### config.mk
export PLATFORM = sky130hd
export DESIGN_NAME = phased_clock_bank
export DESIGN_NICKNAME = d
export VERILOG_FILES = /design/src/rtl/phased_clock_bank.sv
export SDC_FILE = /design/constraint.sdc
export NUM_CORES = 1
export LEC_CHECK = 0
export CAP_MARGIN = 5
export CORE_UTILIZATION = 47
export CTS_BUF_LIST = sky130_fd_sc_hd__clkbuf_16
export CTS_CLUSTER_SIZE = 30
export DETAILED_ROUTE_END_ITERATION = 10
export PLACE_DENSITY_LB_ADDON = 0.12
export SYNTH_ARGS = -nofsm -noshare
export SYNTH_HDL_FRONTEND = slang
export SYNTH_SLANG_ARGS = --single-unit
### constraint.sdc
create_clock -name clk -period 6.1 [get_ports clk]
set_clock_uncertainty 0.15 [all_clocks]
set_input_delay 1.83 -clock clk [delete_from_list [all_inputs] [get_ports clk]]
set_output_delay 1.83 -clock clk [all_outputs]
set_load 0.005 [all_outputs]
### src/rtl/phased_clock_bank.sv
// Multi-channel phased square-wave generator: one shared period counter, per-channel
// phase and enable, with double-buffered settings applied together at a period boundary.
module phased_clock_bank #(
  parameter int CHANNELS   = 8,
  parameter int CNT_WIDTH  = 11,
  parameter int ADDR_WIDTH = 3
) (
  input  logic                  clk,
  input  logic                  rst,
  input  logic [CNT_WIDTH-2:0]  divide,
  input  logic                  wr_en,
  input  logic [ADDR_WIDTH-1:0] wr_addr,
  input  logic [CNT_WIDTH-1:0]  wr_phase,
  input  logic                  wr_enable,
  input  logic                  commit,
  output logic [CHANNELS-1:0]   out,
  output logic                  sync,
  output logic                  pending,
  output logic                  phase_err
);

  // One extra bit so P (up to 2^CNT_WIDTH) and cnt+phase never overflow.
  localparam int EW = CNT_WIDTH + 1;
  typedef logic [EW-1:0] ext_t;
  localparam ext_t ONE_X = ext_t'(1);
  localparam logic [ADDR_WIDTH:0] CH_LIM = CHANNELS[ADDR_WIDTH:0];

  logic [CNT_WIDTH-1:0] cnt_q, cnt_d;
  logic [CNT_WIDTH-2:0] active_div_q, active_div_d;
  logic [CNT_WIDTH-1:0] active_phase_q [CHANNELS];
  logic [CNT_WIDTH-1:0] active_phase_d [CHANNELS];
  logic [CHANNELS-1:0]  active_en_q, active_en_d;
  logic [CNT_WIDTH-1:0] shadow_phase_q [CHANNELS];
  logic [CNT_WIDTH-1:0] shadow_phase_d [CHANNELS];
  logic [CHANNELS-1:0]  shadow_en_q, shadow_en_d;
  logic [CHANNELS-1:0]  out_q, out_d;
  logic                 sync_q, sync_d;
  logic                 pending_q, pending_d;
  logic                 phase_err_q, phase_err_d;

  ext_t                 half_s, period_s, new_period_s;
  ext_t                 sum_s [CHANNELS];
  logic [CHANNELS-1:0]  clamp_s;
  logic                 wrap_s, apply_s, wr_hit_s;

  // Period geometry, wrap detection and the apply decision.
  always_comb begin
    half_s       = {2'b00, active_div_q} + ONE_X;
    period_s     = half_s << 1;
    new_period_s = ({2'b00, divide} + ONE_X) << 1;
    wrap_s       = ({1'b0, cnt_q} == (period_s - ONE_X));
    apply_s      = wrap_s & (pending_q | commit);
    wr_hit_s     = wr_en & ({1'b0, wr_addr} < CH_LIM);
  end

  // Counter advance and per-channel output generation from the current count.
  always_comb begin
    cnt_d  = wrap_s ? '0 : (cnt_q + CNT_WIDTH'(1));
    sync_d = wrap_s;
    out_d  = '0;
    for (int i = 0; i < CHANNELS; i++) begin
      sum_s[i] = {1'b0, cnt_q} + {1'b0, active_phase_q[i]};
      if (sum_s[i] >= period_s) begin
        sum_s[i] = sum_s[i] - period_s;
      end else begin
        sum_s[i] = sum_s[i];
      end
      out_d[i] = active_en_q[i] & (sum_s[i] < half_s);
    end
  end

  // Host writes land only in the shadow registers.
  always_comb begin
    shadow_phase_d = shadow_phase_q;
    shadow_en_d    = shadow_en_q;
    for (int i = 0; i < CHANNELS; i++) begin
      if (wr_hit_s && (wr_addr == ADDR_WIDTH'(i))) begin
        shadow_phase_d[i] = wr_phase;
        shadow_en_d[i]    = wr_enable;
      end else begin
        shadow_phase_d[i] = shadow_phase_q[i];
        shadow_en_d[i]    = shadow_en_q[i];
      end
    end
  end

  // Commit tracking and the boundary apply with range clamping against the new period.
  always_comb begin
    active_div_d   = active_div_q;
    active_phase_d = active_phase_q;
    active_en_d    = active_en_q;
    pending_d      = pending_q;
    phase_err_d    = phase_err_q;
    for (int i = 0; i < CHANNELS; i++) begin
      clamp_s[i] = ({1'b0, shadow_phase_q[i]} >= new_period_s);
    end
    if (apply_s) begin
      active_div_d = divide;
      active_en_d  = shadow_en_q;
      for (int i = 0; i < CHANNELS; i++) begin
        active_phase_d[i] = clamp_s[i] ? '0 : shadow_phase_q[i];
      end
      pending_d   = 1'b0;
      phase_err_d = |clamp_s;
    end else if (commit) begin
      pending_d = 1'b1;
    end else begin
      pending_d = pending_q;
    end
  end

  // State registers with synchronous reset.
  always_ff @(posedge clk) begin
    if (rst) begin
      cnt_q        <= '0;
      active_div_q <= divide;
      active_en_q  <= '0;
      shadow_en_q  <= '0;
      for (int i = 0; i < CHANNELS; i++) begin
        active_phase_q[i] <= '0;
        shadow_phase_q[i] <= '0;
      end
      out_q       <= '0;
      sync_q      <= 1'b0;
      pending_q   <= 1'b0;
      phase_err_q <= 1'b0;
    end else begin
      cnt_q          <= cnt_d;
      active_div_q   <= active_div_d;
      active_phase_q <= active_phase_d;
      active_en_q    <= active_en_d;
      shadow_phase_q <= shadow_phase_d;
      shadow_en_q    <= shadow_en_d;
      out_q          <= out_d;
      sync_q         <= sync_d;
      pending_q      <= pending_d;
      phase_err_q    <= phase_err_d;
    end
  end

  assign out       = out_q;
  assign sync      = sync_q;
  assign pending   = pending_q;
  assign phase_err = phase_err_q;

endmodule
; ---- Word-level counts from Yosys, hierarchy flattened
; Cells that the tools add are included.
[word_totals]
ram_bits = 0
latch_bits = 0
register_bits = 224
in_bits = 29
n_memories = 0
mem_bits_ro = 0
[op_classes]
eq_ne = 8
shifts = 0
bitwise_logic = 10
magnitude_cmp = 24
add_sub_neg = 20
n_reduce_logical = 13
muxes = 18
n_mul = 0
div = 0
[ops]
columns = cell, count
row1 = 11-bit by 11-bit adder with 12-bit output, 8
row2 = 11-bit by 12-bit >= comparator with 1-bit output, 8
row3 = 12-bit >= comparator, 8
row4 = 12-bit by 11-bit < comparator with 1-bit output, 8
row5 = 12-bit two-way mux, 8
row6 = 12-bit subtractor, 8
row7 = 11-bit two-way mux, 8
row8 = "10-bit by 1-bit adder with 11-bit output, second input constant", 2
row9 = 10-bit two-way mux, 2
row10 = 11-bit by 12-bit equality test with 1-bit output, 1
row11 = "3-bit equality test, second input constant", 4
row12 = "12-bit by 1-bit subtractor with 12-bit output, second input constant", 1
row13 = "11-bit by 1-bit adder with 11-bit output, second input constant", 1
row14 = 1-bit bitwise AND, 9
row15 = 1-bit logical AND, 8
row16 = 8-bit OR reduction, 1
row17 = "3-bit by 2-bit equality test with 1-bit output, second input constant", 2
row18 = 2-bit OR reduction, 2
row19 = "3-bit by 1-bit equality test with 1-bit output, second input constant", 1
row20 = 3-bit logical NOT, 1
row21 = 2-bit nonzero test, 1
row22 = 1-bit OR, 1

; ---- Longest topological paths before layout
; Gate-level depths: netlist of the first run.
[logic_depth]
ltp_word = 6
mapped_depth = 27
depth_no_buf = 26

; ---- Worst setup path before layout of the first run
; OpenSTA, ideal clock, no wires.
[synth_timing]
path_kind = reg2reg
from = reg cnt_q[1]
to = reg out_q[1] (netlist: out[1])
required_ns = 5.890
setup_time_ns = 0.060
arrival_ns = 5.678
slack_ns = 0.212
stages_incl_launch_ff = 26
path_buffers = 1
path_cell_list = dfxtp_1 -> ha_1 -> a21o_1 -> a21oi_1 -> o21bai_1 -> a21oi_1 -> o21ai_0 -> or4b_2 -> nand3_1 -> ha_1 -> nand3_1 -> o21a_1 -> a31oi_1 -> o211a_1 -> a211o_1 -> clkbuf_1 -> mux2i_1 -> ha_1 -> o21a_1 -> o21a_1 -> o21ai_0 -> a21oi_1 -> o21ai_0 -> a21oi_1 -> a2111oi_0 -> o2111a_1
[synth_via]
elab_chain_len = 5
elab_cells_between_ends = 6
classes_between = add/sub (2) / order compare (2) / mux (1) / bitwise (1)
[synth_lines]
columns = element, line_no
row1 = "start, declared", 28  ; logic [CNT_WIDTH-1:0] cnt_q, cnt_d;
row2 = "start signal, assigned", 128  ; cnt_q <= cnt_d;
row3 = 11-bit by 11-bit adder with 12-bit output (*), 62  ; sum_s[i] = {1'b0, cnt_q} + {1'b0, active_phase_q[i]};
row4 = 12-bit subtractor or 12-bit >= comparator (tied branches), "64, 63"
row5 = 12-bit two-way mux (*), 63  ; if (sum_s[i] >= period_s) begin
row6 = 12-bit by 11-bit < comparator with 1-bit output (*), 68  ; out_d[i] = active_en_q[i] & (sum_s[i] < half_s);
row7 = 1-bit bitwise AND (*), 68
row8 = "end signal, assigned", 134  ; out_q <= out_d;
row9 = "end, declared", 36  ; logic [CHANNELS-1:0] out_q, out_d;
; Every way passes the cells marked *; elsewhere a longest branch is shown, timed or not.
; A chain may end at the register's enable or synchronous reset.

; ---- Final worst setup path of the first run
[layout_timing]
from = reg cnt_q[0]
to = reg out_q[7] (netlist: out[7])
; The elaborated chain is that of the path after synthesis.

==> run summary, run 1 <==
* result of the run: complete, no violations
* post-route antenna net violation count: 0
* via count of the first global-routing pass: 18090
* headroom to the max-slew limit: 0.2570
* Critical Path Sink Type: register
* count of unique library cells instantiated by Yosys: 73
* EDFF count, synth: 10
* DRC errors left: 0
* largest net degree at the start of global routing: 98
* number of iterations in the first detailed-routing pass: 5
* worst-case clock buffer depth: 3
* synthesis-stage register bit count: 224
* Worst-Skew Late Latency: 0.57 ns
* power density of the placed cells: 159.1 nW/µm²
* clock period minus worst slack: 5.747 ns
* critical path's slowest cell: sky130_fd_sc_hd__o311ai_0
* ratio of cells with drive above 1 in the final layout: 0.08884
* slowest stage delay, CP: 0.57 ns
* required time at the endpoint of the critical path: 6.42 ns
* Post-CTS Hold Buffers: 0
* footprint of the multi-input gates: 15510 µm²
* worst hold slack after final layout: 0.3048 ns
* clock tree root buffer cell: sky130_fd_sc_hd__clkbuf_16
* routed wire length: 65.68 mm
* Top Ports: 40
* count of final setup violators: 0
* vertical die dimension: 211.7 µm
* clock tree from TritonCTS: built
* nature of the critical path startpoint: register
* average instance area after synthesis: 8.100 µm²
* Routed WL per cell: 20.40 µm
* share of async-settable or async-resettable flops after synthesis: 0
* initial DRC count: 1352
* Worst Setup Path Type: register to register
* fraction of post-synthesis cell area in the top cell type by area: 0.2073
* standard-cell row count: 76
* die width: 211.7 µm
* maximum resistive drop on vdd: 0.0002366 V
* transition time at the pin with the least slew margin: 1.106 ns
* total via count after detailed routing: 19050
* Synth-to-Final Area Change: 11.60%
* post-layout total power: 3.669 mW
* fillcell total: 4131
* Leak Pwr: 10.70 nW
* dominant register cell in the synthesized netlist: sky130_fd_sc_hd__dfxtp_1
* portion of the post-synthesis area used by sequential elements: 0.2219
* core box area: 43170 µm²
* overall die area: 44800 µm²
* Worst-path clk slew: 0.06 ns
* largest cells by area after synthesis: sky130_fd_sc_hd__dfxtp_1 21%, sky130_fd_sc_hd__ha_1 21%, sky130_fd_sc_hd__nand2_1 7.4%, sky130_fd_sc_hd__a21oi_1 5.9%, sky130_fd_sc_hd__mux2i_1 5.3%
* count of pins over their slew limit: 0
* starting utilization of the core area: 0.4786
* sequential cell area: 4587 µm²
* Max-Cap Viols: 0
* Remaining Overflow, GRT: 0
* setup TNS after final layout: 0 ns
* number of antenna violations at the first check in global routing: 1
* Final Hold Viols: 0
* CTS H-tree depth: 1
* # port buffers: 39
* post-route fraction of the period consumed by the critical path: 0.9421
* first-pass GRT wire length: 101.7 mm
* via density per instance: 5.915
* Num CTS Buffers: 27
* worst-path maximum fanout: 16
* synthesized area: 20660 µm²
* number of nets produced by synthesis: 2935
* global-route usage over all layers: 0.2926
* number of warnings printed during yosys synthesis: 0
* cell type with the highest aggregate area in the netlist: sky130_fd_sc_hd__dfxtp_1
* number of sinks driven by the clock tree: 224
* cells after synthesis: 2551
* crit path DAT: 6.06 ns
* Fmax achieved: 174.0 MHz
* half-perimeter wire length after placement: 51.48 mm
* critical path's most frequent cell: sky130_fd_sc_hd__a21oi_1
* final weighted congestion in routability-driven placement: 0.9435
* Hold Path Class: register to register
* Layout Nets: 2998
cell usage after synthesis, types with 7 or more instances:
library cell                number
sky130_fd_sc_hd__nor3_1         65
sky130_fd_sc_hd__or2_2          14
sky130_fd_sc_hd__nand3_1       113
sky130_fd_sc_hd__inv_1          79
sky130_fd_sc_hd__o41ai_1        10
sky130_fd_sc_hd__a31oi_1         8
sky130_fd_sc_hd__xnor2_1        98
sky130_fd_sc_hd__a2111oi_0      21
sky130_fd_sc_hd__a21oi_1       243
sky130_fd_sc_hd__o21ai_0        79
sky130_fd_sc_hd__nor2b_1        37
sky130_fd_sc_hd__nand2_1       406
sky130_fd_sc_hd__dfxtp_1       214
sky130_fd_sc_hd__xor2_1         59
sky130_fd_sc_hd__buf_2          17
sky130_fd_sc_hd__o2111ai_1      12
sky130_fd_sc_hd__a21boi_0       17
sky130_fd_sc_hd__o21bai_1       19
sky130_fd_sc_hd__nor2_1        132
sky130_fd_sc_hd__o31a_1          7
sky130_fd_sc_hd__nand4_1        21
sky130_fd_sc_hd__o31ai_1         7
sky130_fd_sc_hd__mux2_2         44
sky130_fd_sc_hd__a21o_1         44
sky130_fd_sc_hd__nand2b_1       27
sky130_fd_sc_hd__ha_1          339
sky130_fd_sc_hd__fa_1           16
sky130_fd_sc_hd__edfxtp_1       10
sky130_fd_sc_hd__mux2i_1       109
sky130_fd_sc_hd__o311ai_0        7
sky130_fd_sc_hd__and2_1          8
sky130_fd_sc_hd__nor4_1         29
sky130_fd_sc_hd__o21a_1         38
sky130_fd_sc_hd__and3_1         34
sky130_fd_sc_hd__a211oi_1       10
sky130_fd_sc_hd__clkbuf_1       67
cell usage in the layout (no fill, tap or decap), types with 56 or more instances in the layout:
cell / instances
sky130_fd_sc_hd__dfxtp_1: 212
sky130_fd_sc_hd__nand3_1: 113
sky130_fd_sc_hd__o21ai_0: 71
sky130_fd_sc_hd__nor3_1: 65
sky130_fd_sc_hd__inv_1: 86
sky130_fd_sc_hd__mux2i_1: 109
sky130_fd_sc_hd__nor2_1: 132
sky130_fd_sc_hd__ha_1: 339
sky130_fd_sc_hd__buf_4: 93
sky130_fd_sc_hd__xor2_1: 56
sky130_fd_sc_hd__nand2_1: 406
sky130_fd_sc_hd__a21oi_1: 234
sky130_fd_sc_hd__xnor2_1: 92
area by class of cell:
type,count,area share
antenna,1,0.0001085
clock inverter,22,0.005263
clock buffer,27,0.02930
multi-input combinational,2148,0.6729
sequential,224,0.1989
tap,585,0.03174
inverter,79,0.01297
timing repair buffer,134,0.04884
routing by layer:
metal	part of all wire	global-route usage	up-vias
met5	0	0	-
met1	0.50	0.4322	9083
met4	0.024	0.07871	0
met3	0.060	0.03768	103
met2	0.42	0.4423	479
li1	-	-	9380
stage by stage:
stage | utilization | instances | cell area [µm²] | worst slack [ns]
after floorplan | - | 2551 | 20660 | 0.2116
after global placement | 0.5109 | 3158 | 22050 | 0.1188
after detailed placement | 0.5109 | 3158 | 22050 | -0.01847
after CTS | 0.5297 | 3209 | 22870 | 0.03743
after global routing | 0.5341 | 3219 | 23060 | -0.05538
final | 0.5341 | 3220 | 23060 | 0.3529
report_power, final:
| part | total [mW] | internal (mW) | switching (mW) |
|---|---|---|---|
| Combinational | 0.658 | 0.258 | 0.400 |
| Sequential | 1.52 | 1.49 | 0.0278 |
| Clock | 1.49 | 0.808 | 0.681 |
| Total | 3.67 | 2.56 | 1.11 |
path summary, 6_finish.rpt:
path / startpoint / depth (start not counted) / endpoint / slack, ns
min: shadow_en_q[5] / 2 / active_en_q[5] / 0.30
max reg2reg: cnt_q[0] / 25 / out[7] / 0.35
max: cnt_q[0] / 25 / out[7] / 0.35
min reg2reg: shadow_en_q[5] / 2 / active_en_q[5] / 0.30
flip-flops by register name, summed over array words and instances, names as in the netlist:
name,count
phase_err,1
shadow_en_q,8
sync,1
shadow_phase_q,88
pending,1
cnt_q,11
active_phase_q,88
active_div_q,10
active_en_q,8
out,8
worst max-delay path, delay by kind of cell, from the launching register on:
family                   cells  cell delay, ns
adder cells (fa/ha/maj)      4            1.30
AND/OR/NAND/NOR              4            0.74
flip-flops                   1            0.36
AO/OA/AOI/OAI               15            2.63
buffers and inverters        2            0.46
cell families after synthesis:
group           after synthesis  share of synthesized area
buf+inv                     179                    0.03573
flops                       224                     0.2219
mux                         154                    0.07733
simple gates                913                     0.2030
compound gates              569                     0.1747
xor+xnor                    157                    0.06655
fa+ha+maj                   355                     0.2208
what timing repair did:
action / in CTS / in global routing
setup endpoints to repair: 2 / 8
setup buffers: 2 / 9
gates resized for setup: 1 / 35
pin swaps: 1 / 6
hold endpoints to repair: 0 / 0
Note: power is estimated with default switching activity, not from simulation.
==> run 2, diff against run 1 <==
==> constraint.sdc (replaced) <==
create_clock -name clk -period 6.15 [get_ports clk]
set_clock_uncertainty 0.15 [all_clocks]
set_input_delay 1.845 -clock clk [delete_from_list [all_inputs] [get_ports clk]]
set_output_delay 1.845 -clock clk [all_outputs]
set_load 0.005 [all_outputs]
==> run 2 against run 1 <==
Net effect:
- power fell by 0.59%
- core utilization shrank 0.15 points
- fmax down 2.3%
- wire length is 0.95% higher
- final cell count shrank 0.25%
- critical path type unchanged
- hold slack improved by 0.0013 ns
- register-to-register slack got worse by 0.08 ns
- design area is 0.28% lower
- non-clock buffer count shrank 3
==> run summary, run 2 (synthesized netlist as in run 1, its figures left out) <==
* result of the run: complete, no violations
* Critical Path Sink Type: register
* DRC errors left: 0, unchanged
* number of antenna violations at the first check in global routing: 1, unchanged
* CTS H-tree depth: 1, unchanged
* biggest regs: active_phase_q (88), shadow_phase_q (88), cnt_q (11)
* fillcell total: 4199, +1.6%
* Worst-Skew Late Latency: 0.58 ns, about the same
* count of pins over their slew limit: 0, unchanged
* worst-case clock buffer depth: 3, unchanged
* global-route usage over all layers: 0.2954, +0.002841
* die width: 211.7 µm, unchanged
* share of power burned in the clock network: 0.406, about the same
* final weighted congestion in routability-driven placement: 0.9085, -3.7%
* maximum resistive drop on vdd: 0.0002147 V, -9.2%
* routed length on met3: 4.154 mm, +6.0%
* total via count after detailed routing: 18970, -0.41%
* Final Hold Viols: 0, unchanged
* post-route setup slack: 0.2695 ns, -0.08346 ns
* worst-path maximum fanout: 5, -11
* Synth-to-Final Area Change: 11.29%
* worst hold slack after final layout: 0.3061 ns, +0.001297 ns
* Worst-path clk slew: 0.07 ns, about the same
* number of sinks driven by the clock tree: 224, unchanged
* ratio of cells with drive above 1 in the final layout: 0.08527, -0.003570
* setup TNS after final layout: 0 ns, unchanged
* required time at the endpoint of the critical path: 6.46 ns, +0.04 ns
* area after detailed placement: 22120 µm², +0.28%
* count of final setup violators: 0, unchanged
* core box area: 43170 µm², unchanged
* vertical die dimension: 211.7 µm, unchanged
* # port buffers: 39, unchanged
* proportion of power drawn by flip-flops and latches: 0.413, -0.002
* proportion of total power due to net switching: 0.3046, +0.002489
* power density of the placed cells: 158.6 nW/µm², -0.31%
* Fmax achieved: 170.1 MHz, -2.3%
* headroom to the max-slew limit: 0.1335, -0.1235
* clock tree root buffer cell: sky130_fd_sc_hd__clkbuf_16
* via density per instance: 5.905, -0.16%
* clock tree from TritonCTS: built
* routed wire length: 66.31 mm, +0.95%
* crit path DAT: 6.19 ns, +0.13 ns
* overall die area: 44800 µm², unchanged
* Top Metal Used: met4
* Post-CTS Hold Buffers: 0, unchanged
* Layout Nets: 2994, -0.13%
* Hold Path Class: register to register
* clock period minus worst slack: 5.881 ns, +0.1335 ns
* Placement Setup Slack: 0.08479 ns, +0.1033 ns
* design internal power: 2.536 mW, -0.94%
* half-perimeter wire length after placement: 51.92 mm, +0.86%
* Antenna Diode Count: 0, -1
* top library cells by usage in the layout, fill and taps aside: 406 x sky130_fd_sc_hd__nand2_1, 339 x sky130_fd_sc_hd__ha_1, 236 x sky130_fd_sc_hd__a21oi_1
* fraction of power consumed by combinational cells: 0.181, +0.002
* number of iterations in the first detailed-routing pass: 5, unchanged
* post-route antenna net violation count: 0, unchanged
* setup repair after global routing missed its margin: false
* largest net degree at the start of global routing: 70, -29%
* Remaining Overflow, GRT: 0, unchanged
* initial DRC count: 1423, +5.3%
* first-pass GRT wire length: 102.2 mm, +0.50%
* most common cell after layout, fill and taps aside: sky130_fd_sc_hd__nand2_1
* utilization after layout: 0.5326, -0.001478
* met2 wire len: 27.85 mm, +1.2%
* via count of the first global-routing pass: 17930, -0.93%
* starting utilization of the core area: 0.4786, unchanged
* Num CTS Buffers: 26, -3.7%
* standard-cell row count: 76, unchanged
* nature of the critical path startpoint: register
* Routed WL per cell: 20.64 µm, +1.2%
* Switch Pwr: 1.111 mW, +0.23%
* Max-Cap Viols: 0, unchanged
* Leak Pwr: 10.67 nW, -0.29%
* Top Ports: 40, unchanged
* post-route fraction of the period consumed by the critical path: 0.9562, +0.01404
* Worst Setup Path Type: register to register
* cell area after layout: 22990 µm², -0.28%
* transition time at the pin with the least slew margin: 1.295 ns, +0.1893 ns
* post-route met1 wirelength: 32.52 mm, -0.47%
## run 2: final timing paths
path | start | endpoint | slack, ns | cells past startpoint
min | shadow_en_q[2] | shadow_en_q[2] | 0.31 | 2
min reg2reg | shadow_en_q[2] | shadow_en_q[2] | 0.31 | 2
max reg2reg | cnt_q[0] | out[2] | 0.27 | 24
max | cnt_q[0] | out[2] | 0.27 | 24
## run 2: area by class of cell
type	count	area, µm²	share of cell area
repair buffers	131	1126	0.04897
flip-flops and latches	224	4584	0.1994
clock inverters	18	113.9	0.004952
well taps	585	732.0	0.03183
inverters	79	299.0	0.01300
multi-input cells	2148	15460	0.6725
clock buffers	27	675.6	0.02938
## run 2: what timing repair did
| item | in CTS | in global routing |
|---|---|---|
| gates resized for setup | 0 | 22 |
| endpoints found under the setup margin | 0 | 5 |
| buffers inserted | 0 | 3 |
## run 2: worst max-delay path, cell delays in order (launching register included)
cell and delay, ns:
sky130_fd_sc_hd__dfxtp_1 0.36, sky130_fd_sc_hd__ha_1 0.24, sky130_fd_sc_hd__fa_1 0.40, sky130_fd_sc_hd__a21o_1 0.19, sky130_fd_sc_hd__a21oi_2 0.17, sky130_fd_sc_hd__o21bai_1 0.09
sky130_fd_sc_hd__a21oi_2 0.18, sky130_fd_sc_hd__o21ai_1 0.15, sky130_fd_sc_hd__xor2_1 0.29, sky130_fd_sc_hd__ha_1 0.33, sky130_fd_sc_hd__a21o_1 0.17, sky130_fd_sc_hd__a21oi_1 0.20
sky130_fd_sc_hd__o21a_1 0.15, sky130_fd_sc_hd__a31oi_1 0.05, sky130_fd_sc_hd__o211ai_1 0.38, sky130_fd_sc_hd__and2_4 0.25, sky130_fd_sc_hd__mux2_2 0.33, sky130_fd_sc_hd__ha_1 0.27
sky130_fd_sc_hd__o21a_1 0.10, sky130_fd_sc_hd__o21ai_0 0.16, sky130_fd_sc_hd__a21oi_1 0.09, sky130_fd_sc_hd__o21ai_0 0.16, sky130_fd_sc_hd__a21oi_1 0.08, sky130_fd_sc_hd__or4_1 0.52
sky130_fd_sc_hd__a2111oi_2 0.29
## run 2: layer usage
| layer | GRT usage | vias to the layer above |
|---|---|---|
| li1 | - | 9332 |
| met1 | 0.4270 | 9036 |
| met2 | 0.4518 | 507 |
| met3 | 0.04821 | 92 |
| met4 | 0.07621 | 0 |
| met5 | 0 | - |
## run 2: through the flow
| step | total power [mW] | instances |
|---|---|---|
| after global routing | 3.795 | 3212 |
| after detailed placement | 2.187 | 3163 |
| final | 3.647 | 3212 |
| after CTS | 3.662 | 3208 |
| after floorplan | 1.951 | 2551 |
| after global placement | 2.173 | 3163 |
## run 2: power groups by stage
stage                     Combinational (mW)  Sequential, mW  Clock [mW]
after floorplan                        0.421            1.53           0
final                                  0.660            1.51        1.48
after detailed placement               0.648            1.54           0
after CTS                              0.652            1.51        1.50
after global placement                 0.634            1.54           0
after global routing                   0.730            1.51        1.56
==> run 3, diff against run 2 <==
--- a/config.mk
+++ b/config.mk
@@ -5,7 +5,7 @@
 export SDC_FILE = /design/constraint.sdc
 export NUM_CORES = 1
 export LEC_CHECK = 0
-export CAP_MARGIN = 5
+export CAP_MARGIN = 10
 export CORE_UTILIZATION = 47
 export CTS_BUF_LIST = sky130_fd_sc_hd__clkbuf_16
 export CTS_CLUSTER_SIZE = 30
==> results of run 3 <==
Same layout as run 2: the final DEF is identical, and so are final timing and power.
